File: src/rtl/iq_ctrl.sv
// Inquiry substate controller: TX/RX slot alternation, A/B train selection,
// inquiry-length timeout and response-count limit. Optional macro: IQ_SCO_TRAIN_EN.
module iq_ctrl #(
    parameter int TRAIN_SLOTS = 16,
    parameter int CNT_W       = 16
) (
    input  logic             clk_6M,
    input  logic             rst,
    input  logic             tslot_p,
    input  logic             regi_InquiryEnable,
    input  logic [CNT_W-1:0] regi_Tinquirylength,
    input  logic [9:0]       regi_Ntrain,
    input  logic [7:0]       regi_Nresp,
    input  logic [2:0]       regi_Tsco,
    input  logic [1:0]       regi_scolink_num,
    input  logic             fhs_rcvd,
    output logic             iq_active,
    output logic             iq_tx_slot,
    output logic             iq_rx_slot,
    output logic             iq_train,
    output logic [4:0]       iq_koffset,
    output logic [7:0]       iq_resp_cnt,
    output logic             iq_done,
    output logic             iq_timeout
);

    localparam logic [4:0] KOFF_A = 5'd24;
    localparam logic [4:0] KOFF_B = 5'd8;

    typedef enum logic [1:0] {S_IDLE, S_TX, S_RX, S_DONE} state_t;

    state_t           state_q;
    logic [CNT_W-1:0] slot_q, rep_q, tout_q;
    logic [7:0]       resp_q;
    logic             train_q, active_q, tx_q, rx_q, done_q, tmo_q;
    logic [4:0]       koff_q;

    logic [CNT_W-1:0] tinq_eff, tout_d, rep_lim;
    logic [9:0]       ntrain_base;
    logic [11:0]      ntrain_eff;
    logic [7:0]       resp_d;
    logic             hit_resp, hit_tout, wrap, go_idle;

    always_comb begin
        tinq_eff    = (regi_Tinquirylength == '0) ? CNT_W'(1) : regi_Tinquirylength;
        ntrain_base = (regi_Ntrain == 10'd0) ? 10'd1 : regi_Ntrain;
        tout_d      = tout_q + CNT_W'(tslot_p);
        resp_d      = resp_q;
        // Responses only count while listening; the counter sticks at 255.
        if (state_q == S_RX && fhs_rcvd && resp_q != 8'hFF)
            resp_d = resp_q + 8'd1;
        hit_resp = (regi_Nresp != 8'd0) && (resp_d >= regi_Nresp);
        hit_tout = (tout_d >= tinq_eff);
        wrap     = (slot_q == CNT_W'(TRAIN_SLOTS - 1));
        go_idle  = (state_q != S_IDLE) && !regi_InquiryEnable;
    end

`ifdef IQ_SCO_TRAIN_EN
    logic [1:0] sco_mult;
    always_comb begin
        sco_mult = 2'd1;
        if (regi_Tsco == 3'd6) begin
            case (regi_scolink_num)
                2'd0:    sco_mult = 2'd1;
                2'd1:    sco_mult = 2'd2;
                default: sco_mult = 2'd3;
            endcase
        end
    end
    assign ntrain_eff = {2'b00, ntrain_base} * {10'd0, sco_mult};
`else
    logic unused_sco;
    assign unused_sco = ^{regi_Tsco, regi_scolink_num};
    assign ntrain_eff = {2'b00, ntrain_base};
`endif

    assign rep_lim = CNT_W'(ntrain_eff - 12'd1);

    always_ff @(posedge clk_6M or posedge rst) begin
        if (rst) begin
            state_q  <= S_IDLE;
            slot_q   <= '0;
            rep_q    <= '0;
            tout_q   <= '0;
            resp_q   <= '0;
            train_q  <= 1'b0;
            koff_q   <= KOFF_A;
            active_q <= 1'b0;
            tx_q     <= 1'b0;
            rx_q     <= 1'b0;
            done_q   <= 1'b0;
            tmo_q    <= 1'b0;
        end else begin
            done_q <= 1'b0;
            tmo_q  <= 1'b0;
            if (go_idle) begin
                // Abort or release from DONE: back to a reset-like idle, no pulses.
                state_q  <= S_IDLE;
                slot_q   <= '0;
                rep_q    <= '0;
                tout_q   <= '0;
                resp_q   <= '0;
                train_q  <= 1'b0;
                koff_q   <= KOFF_A;
                active_q <= 1'b0;
                tx_q     <= 1'b0;
                rx_q     <= 1'b0;
            end else begin
                case (state_q)
                    S_IDLE: begin
                        if (tslot_p && regi_InquiryEnable) begin
                            state_q  <= S_TX;
                            slot_q   <= '0;
                            rep_q    <= '0;
                            tout_q   <= '0;
                            resp_q   <= '0;
                            train_q  <= 1'b0;
                            koff_q   <= KOFF_A;
                            active_q <= 1'b1;
                            tx_q     <= 1'b1;
                            rx_q     <= 1'b0;
                        end
                    end
                    S_TX, S_RX: begin
                        resp_q <= resp_d;
                        tout_q <= tout_d;
                        if (hit_resp || hit_tout) begin
                            // Response limit wins when both land on the same clock.
                            state_q  <= S_DONE;
                            active_q <= 1'b0;
                            tx_q     <= 1'b0;
                            rx_q     <= 1'b0;
                            done_q   <= hit_resp;
                            tmo_q    <= !hit_resp;
                        end else if (tslot_p) begin
                            state_q <= (state_q == S_TX) ? S_RX : S_TX;
                            tx_q    <= (state_q == S_RX);
                            rx_q    <= (state_q == S_TX);
                            if (wrap) begin
                                slot_q <= '0;
                                if (rep_q >= rep_lim) begin
                                    rep_q   <= '0;
                                    train_q <= ~train_q;
                                    koff_q  <= train_q ? KOFF_A : KOFF_B;
                                end else begin
                                    rep_q <= rep_q + CNT_W'(1);
                                end
                            end else begin
                                slot_q <= slot_q + CNT_W'(1);
                            end
                        end
                    end
                    S_DONE:  state_q <= S_DONE;
                    default: state_q <= S_IDLE;
                endcase
            end
        end
    end

    assign iq_active   = active_q;
    assign iq_tx_slot  = tx_q;
    assign iq_rx_slot  = rx_q;
    assign iq_train    = train_q;
    assign iq_koffset  = koff_q;
    assign iq_resp_cnt = resp_q;
    assign iq_done     = done_q;
    assign iq_timeout  = tmo_q;

endmodule

File: config.mk
export PLATFORM = sky130hd
export DESIGN_NAME = iq_ctrl
export DESIGN_NICKNAME = d
export VERILOG_FILES = /design/src/rtl/iq_ctrl.sv
export SDC_FILE = /design/constraint.sdc
export NUM_CORES = 1
export LEC_CHECK = 0
export BUFFER_PORTS_ARGS = -buffer_cell sky130_fd_sc_hd__buf_2
export CORE_ASPECT_RATIO = 0.5
export CORE_MARGIN = 4
export CORE_UTILIZATION = 65
export CTS_BUF_LIST = sky130_fd_sc_hd__clkbuf_4
export DETAILED_ROUTE_END_ITERATION = 7
export PLACE_DENSITY_LB_ADDON = 0.12
export SLEW_MARGIN = 25
export SYNTH_ARGS = -nofsm -noshare
export SYNTH_HDL_FRONTEND = slang
export SYNTH_SLANG_ARGS = --single-unit
File: constraint.sdc
create_clock -name clk_6M -period 11.6 [get_ports clk_6M]
set_clock_uncertainty 0.1 [all_clocks]
set_input_delay 1.16 -clock clk_6M [delete_from_list [all_inputs] [get_ports clk_6M]]
set_output_delay 1.16 -clock clk_6M [all_outputs]
set_load 0.05 [all_outputs]
**After elaboration in Yosys (flattened, before gate mapping)**

Index checks and enable logic that the tools add are counted.
W data, S select, Z words.

- Register bits after elaboration: 69
- Bits in latches: 0
- RAM bits: 0
- Bits in read-only memories: 0
- Output and inout port bits: 19
- Memories kept: 0

- Add/sub/neg operators: 5
- $mul: 0
- Div/mod/pow operators: 0
- Order comparisons: 3
- Equality and inequality tests: 12
- Shift operators: 0
- Multiplexer cells: 59
- Bitwise gates (word level): 1
- Reduce and logical (&&, ||, !) cells: 22

Operator list:

| operator | number |
|---|---|
| $mux W16 | 12 |
| $pmux W16 S2 | 3 |
| $mux W5 | 7 |
| $add A16 B1 Y16 const B | 2 |
| $ge A16 B16 Y1 | 2 |
| $mux W8 | 3 |
| $mux W1 | 21 |
| $ne A3 B3 Y1 const B | 6 |
| $add A16 B1 Y16 | 1 |
| $eq A16 B4 Y1 const B | 1 |
| $logic_not A16 Y1 | 1 |
| $pmux W8 S2 | 1 |
| $sub A10 B1 Y11 const B | 1 |
| $logic_not A10 Y1 | 1 |
| $mux W10 | 1 |
| $mux W2 | 5 |
| $pmux W5 S2 | 1 |
| $add A8 B1 Y8 const B | 1 |
| $ge A8 B8 Y1 | 1 |
| $ne A8 B8 Y1 const B | 1 |
| $pmux W1 S2 | 4 |
| $reduce_bool A8 Y1 | 1 |
| $pmux W2 S3 | 1 |
| $reduce_and A3 Y1 | 2 |
| 15 further kinds | 22 |

**Depth between registers and ports, before layout**

- Word-level depth: 10
- Gate-level depth with buffers: 20
- Mapped depth without buffers: 16

**Worst setup path after synthesis**

No wires, ideal clock.

- Path type: input -> register
- Start: input port tslot_p
- End: register slot_q[0]
- Arrival: 4.415 ns
- Required time: 11.382 ns
- Slack: 6.967 ns
- Cell stages on the path: 19
- Path buffers: 3
- Cells stage by stage: ha_1 > ha_1 > nand3_1 > nor2_1 > and3_1 > and3_1 > clkbuf_1 > nand3_1 > xnor2_1 > ha_1 > nand4_1 > nor3_1 > a32oi_1 > and3_1 > buf_6 > a31oi_4 > clkbuf_1 > nor3_1 > a21o_1

- Longest elaborated chain between the ends: 5
- Elaborated cells between the ends (all ways): 8
- Classes of those cells: add/sub (1); order compare (1); eq/ne (3); reduce/logical (3)

Ends and longest elaborated chain:

| element | line | source |
|---|---|---|
| start: declaration | 9 | `input logic tslot_p,` |
| $add A16 B1 Y16 | 47 | `tout_d = tout_q + CNT_W'(tslot_p);` |
| $ge A16 B16 Y1 | 53 | `hit_tout = (tout_d >= tinq_eff);` |
| $logic_or A1 B1 Y1 | 127 | `if (hit_resp \|\| hit_tout) begin` |
| $ne A3 B3 Y1 (no source line) | -- |  |
| $reduce_and A4 Y1 (no source line) * | -- |  |
| end signal: assignment | 149 | `slot_q <= slot_q + CNT_W'(1);` |
| end: declaration | 33 | `logic [CNT_W-1:0] slot_q, rep_q, tout_q;` |

Every way passes the cells marked *; elsewhere a longest branch is shown, timed or not.
A chain may end at the register's enable or synchronous reset.

**Worst setup path in the final report**

- Start: input port tslot_p
- End: register rep_q[2]

- Longest elaborated chain between the ends: 5
- Elaborated cells between the ends (all ways): 8
- Classes of those cells: add/sub (1); order compare (1); eq/ne (3); reduce/logical (3)

Ends and longest elaborated chain:

| element | line | source |
|---|---|---|
| $add A16 B1 Y16 | 47 |  |
| $ge A16 B16 Y1 | 53 |  |
| $logic_or A1 B1 Y1 | 127 |  |
| $ne A3 B3 Y1 (no source line) | -- |  |
| $reduce_and A5 Y1 (no source line) * | -- |  |
| end signal: assignment | 146 | `rep_q <= rep_q + CNT_W'(1);` |
| end: declaration | 33 |  |

Marked as above.

==> results_dict.tcl <==
set metrics [dict create \
    die_height_um 69.0 \
    postCtsResizedCells 0 \
    yosys_most_used_dff "dfrtp_1" \
    leakagePower_nw 2.58 \
    drt-total-wl_um 10600 \
    fin_crit_ps 5200 \
    worstSetupEndpoint "rep_q[2]$_DFFE_PP0P_" \
    status "finished clean" \
    fin_ws_ps 6400 \
    reg2reg_slack_ps 6980 \
    finalHoldViolations 0 \
    synth.cell_area_sq_um 4840 \
    start_util_pct 69.5 \
    max_freq_mhz 192 \
    rsz0062_at_grt "false" \
    vdd.ir_drop.worst_v 0.0000903 \
    final_common_cell "dfrtp_1" \
    final_cells 719 \
    crit_fanout 22 \
    path_depth 18 \
    crit_path_start "tslot_p" \
    hold_buffers 0 \
    placedCellCount 703 \
    maxSlewHeadroom_pct 44.9 \
    insertion_delay_ps 420 \
    first_pass_iters 5 \
    tns_ps 0 \
    post_cts_buffers 0 \
    grt.total_usage_pct 24.2 \
    synth.area.top_cells "dfrtp_1 (33%), ha_1 (13%), o21ai_0 (5.5%), nand2_1 (4.4%), nand3_1 (3.5%)" \
    grt-ovfl-total 0 \
    synth_cell_types 55 \
    grt_pass1_vias 4067 \
    grt_pass1_wl_um 18100 \
    cts_tree "yes" \
    syn_area_per_cell_sq_um 8.48 \
    drv_cap 0 \
    syn_inst 571 \
    diodes 0 \
    crit_arrival_ps 5380 \
    rr_worst_depth 17 \
    power_mw 0.762 \
    grt_max_degree 66 \
    rr_startpoint "tout_q[0]$_DFFE_PP0P_" \
    critical_path.max_stage_delay_ps 460 \
    cp-end-kind "flip-flop" \
    placed_area_sq_um 5170 \
    slew_violations 0 \
    fin_nets 716 \
    drive_gt1_share_pct 12.6 \
    clk_path_buf_depth 2 \
    hp-class "flip-flop to flip-flop" \
    finish.instance_area_sq_um 5290 \
    dpl.hpwl_um 7790 \
    die_w_um 130 \
    vias 4418 \
    hold_ws_ps 373 \
    place.gp.congestion 0.844 \
    place_ws_ps 6040 \
    ctsHtreeMaxLevel 3 \
    clk_pin_slew_ps 110 \
    powerDensity_nw_per_um2 144 \
    drt_iter0_drc 361 \
    io_pins 63 \
    synth_top_area_cell "dfrtp_1" \
    tritoncts.num_buffers 9 \
    path_delay_family "simple AND/OR/NAND/NOR gates" \
    vias_per_cell 6.14 \
    start_kind "input port" \
    crit_type "input port to flip-flop" \
    wire_per_inst_um 14.8 \
    area_growth_syn_to_layout_pct 9.28 \
    path_cells "buf_2, ha_1, ha_1, nand3_1, nor2_1, and3_1, and3_1, nand3_1, xnor2_1, ha_1, nand4_1, nor3_1, a32oi_1, and3_1, a31oi_1, buf_4, nand2b_1, o21ai_0" \
    final_cell_mix "dfrtp_1 (64), nand2_1 (57), o21ai_0 (53), buf_2 (53), ha_1 (50)" \
    reg2reg_to "rep_q[2]$_DFFE_PP0P_" \
    route.detailed.drc 0 \
    root_buffer "clkbuf_4" \
    setup_violations 0 \
    min_period_over_period_pct 44.8 \
    slowest_stage "nand2b_1" \
    synth_top_area_share_pct 33.1 \
    rows 21 \
    port-buffer-count 53 \
    seq_area_frac_synth_pct 33.6 \
    ys_ff_latch 65 \
    core_sq_um 6960 \
    dieArea_sq_um 8980 \
    worst_pin_slew_ps 826 \
    crit_buf_inv 2 \
    detail-route-antenna-nets 0 \
    worst_ep_required_time_ps 11780 \
    cts_sinks 65 \
    final_core_util_pct 76.0 \
    yosys_warnings 0 \
    async_flop_share_pct 100 \
    synth_edf_count 0 \
    antenna_found_initial 0 \
]
==> how the worst min path moves through the flow <==
stage / start / to / slack [ps] / cells past startpoint
finish: iq_koffset[4]$_DFFE_PP1P_ / iq_koffset[4]$_DFFE_PP1P_ / 370 / 2
global route: iq_koffset[4]$_DFFE_PP1P_ / iq_koffset[4]$_DFFE_PP1P_ / 390 / 2
CTS: iq_koffset[4]$_DFFE_PP1P_ / iq_koffset[4]$_DFFE_PP1P_ / 380 / 2
detailed placement: iq_koffset[4]$_DFFE_PP1P_ / iq_koffset[4]$_DFFE_PP1P_ / 360 / 2
global placement: iq_koffset[4]$_DFFE_PP1P_ / iq_koffset[4]$_DFFE_PP1P_ / 360 / 2
floorplan: tout_q[0]$_DFFE_PP0P_ / tout_q[0]$_DFFE_PP0P_ / 350 / 2
==> synth_stat cells, types with 3 or more instances <==
master    instances
o31ai_1          15
nand2_1          57
ha_1             50
or3_1             5
nand2b_1          7
a21o_1            4
a211oi_1          3
and2_1            3
nand3_1          34
nor2b_1           3
clkbuf_1          9
o22ai_1           5
xor2_1           14
nand4_1          11
o21a_1            3
dfrtp_1          64
nor4_1           11
nor2_1           36
o211ai_1          5
nor3_1           12
and3_1           18
xnor2_1          14
o21ai_0          53
inv_1            39
a22o_1           13
a31oi_1           6
or4_1             7
buf_2             5
a21oi_1          26
buf_4             5
==> layer usage <==
metal | global-route usage (%) | routed length (um)
met1 | 32.4 | 4870
met2 | 39.2 | 4930
met3 | 6.56 | 706
met4 | 5.99 | 110
met5 | 0 | 0
==> logic make-up (layout without fill, tap and decap cells) <==
logic type,Yosys count,count (layout),share of synthesized area (%)
and+or+nand+nor,212,212,21.8
AOI/OAI and AO/OA,151,151,20.4
DFF,65,65,33.6
buffers and inverters,59,113,5.25
adders and majority gates,50,50,12.9
xor gates and xnor gates,28,28,5.06
muxes,4,4,0.879
other,2,4,0.155
==> flip-flops by register name (all words and copies together) (netlist names) <==
signal / count
iq_tx_slot: 1
rep_q: 16
iq_done: 1
iq_timeout: 1
tout_q: 16
iq_resp_cnt: 8
slot_q: 16
state_q: 2
iq_rx_slot: 1
iq_koffset: 1
iq_train: 1
iq_active: 1
==> power by group <==
group          leakage [nW]  switching [mW]  total, mW  internal, mW
sequential            0.894          0.0151      0.259         0.244
clock                0.0703          0.0799      0.145        0.0651
combinational          1.62           0.249      0.358         0.110
total                  2.58           0.344      0.762         0.418
==> final cells by class <==
| cell class | count | area, sq um |
|---|---|---|
| Sequential cell | 65 | 1630 |
| Fill cell | 531 | 1670 |
| Inverter | 39 | 146 |
| Clock inverter | 6 | 50.0 |
| Multi-Input combinational cell | 449 | 2970 |
| Tap cell | 92 | 115 |
| Clock buffer | 10 | 75.1 |
| Timing Repair Buffer | 58 | 303 |
==> tightest hold or removal path, stage by stage, from the launching register on <==
cell     delay [ps]
dfstp_2         390
inv_1            40
a21oi_1          50
(Power assumes the default switching activity.)
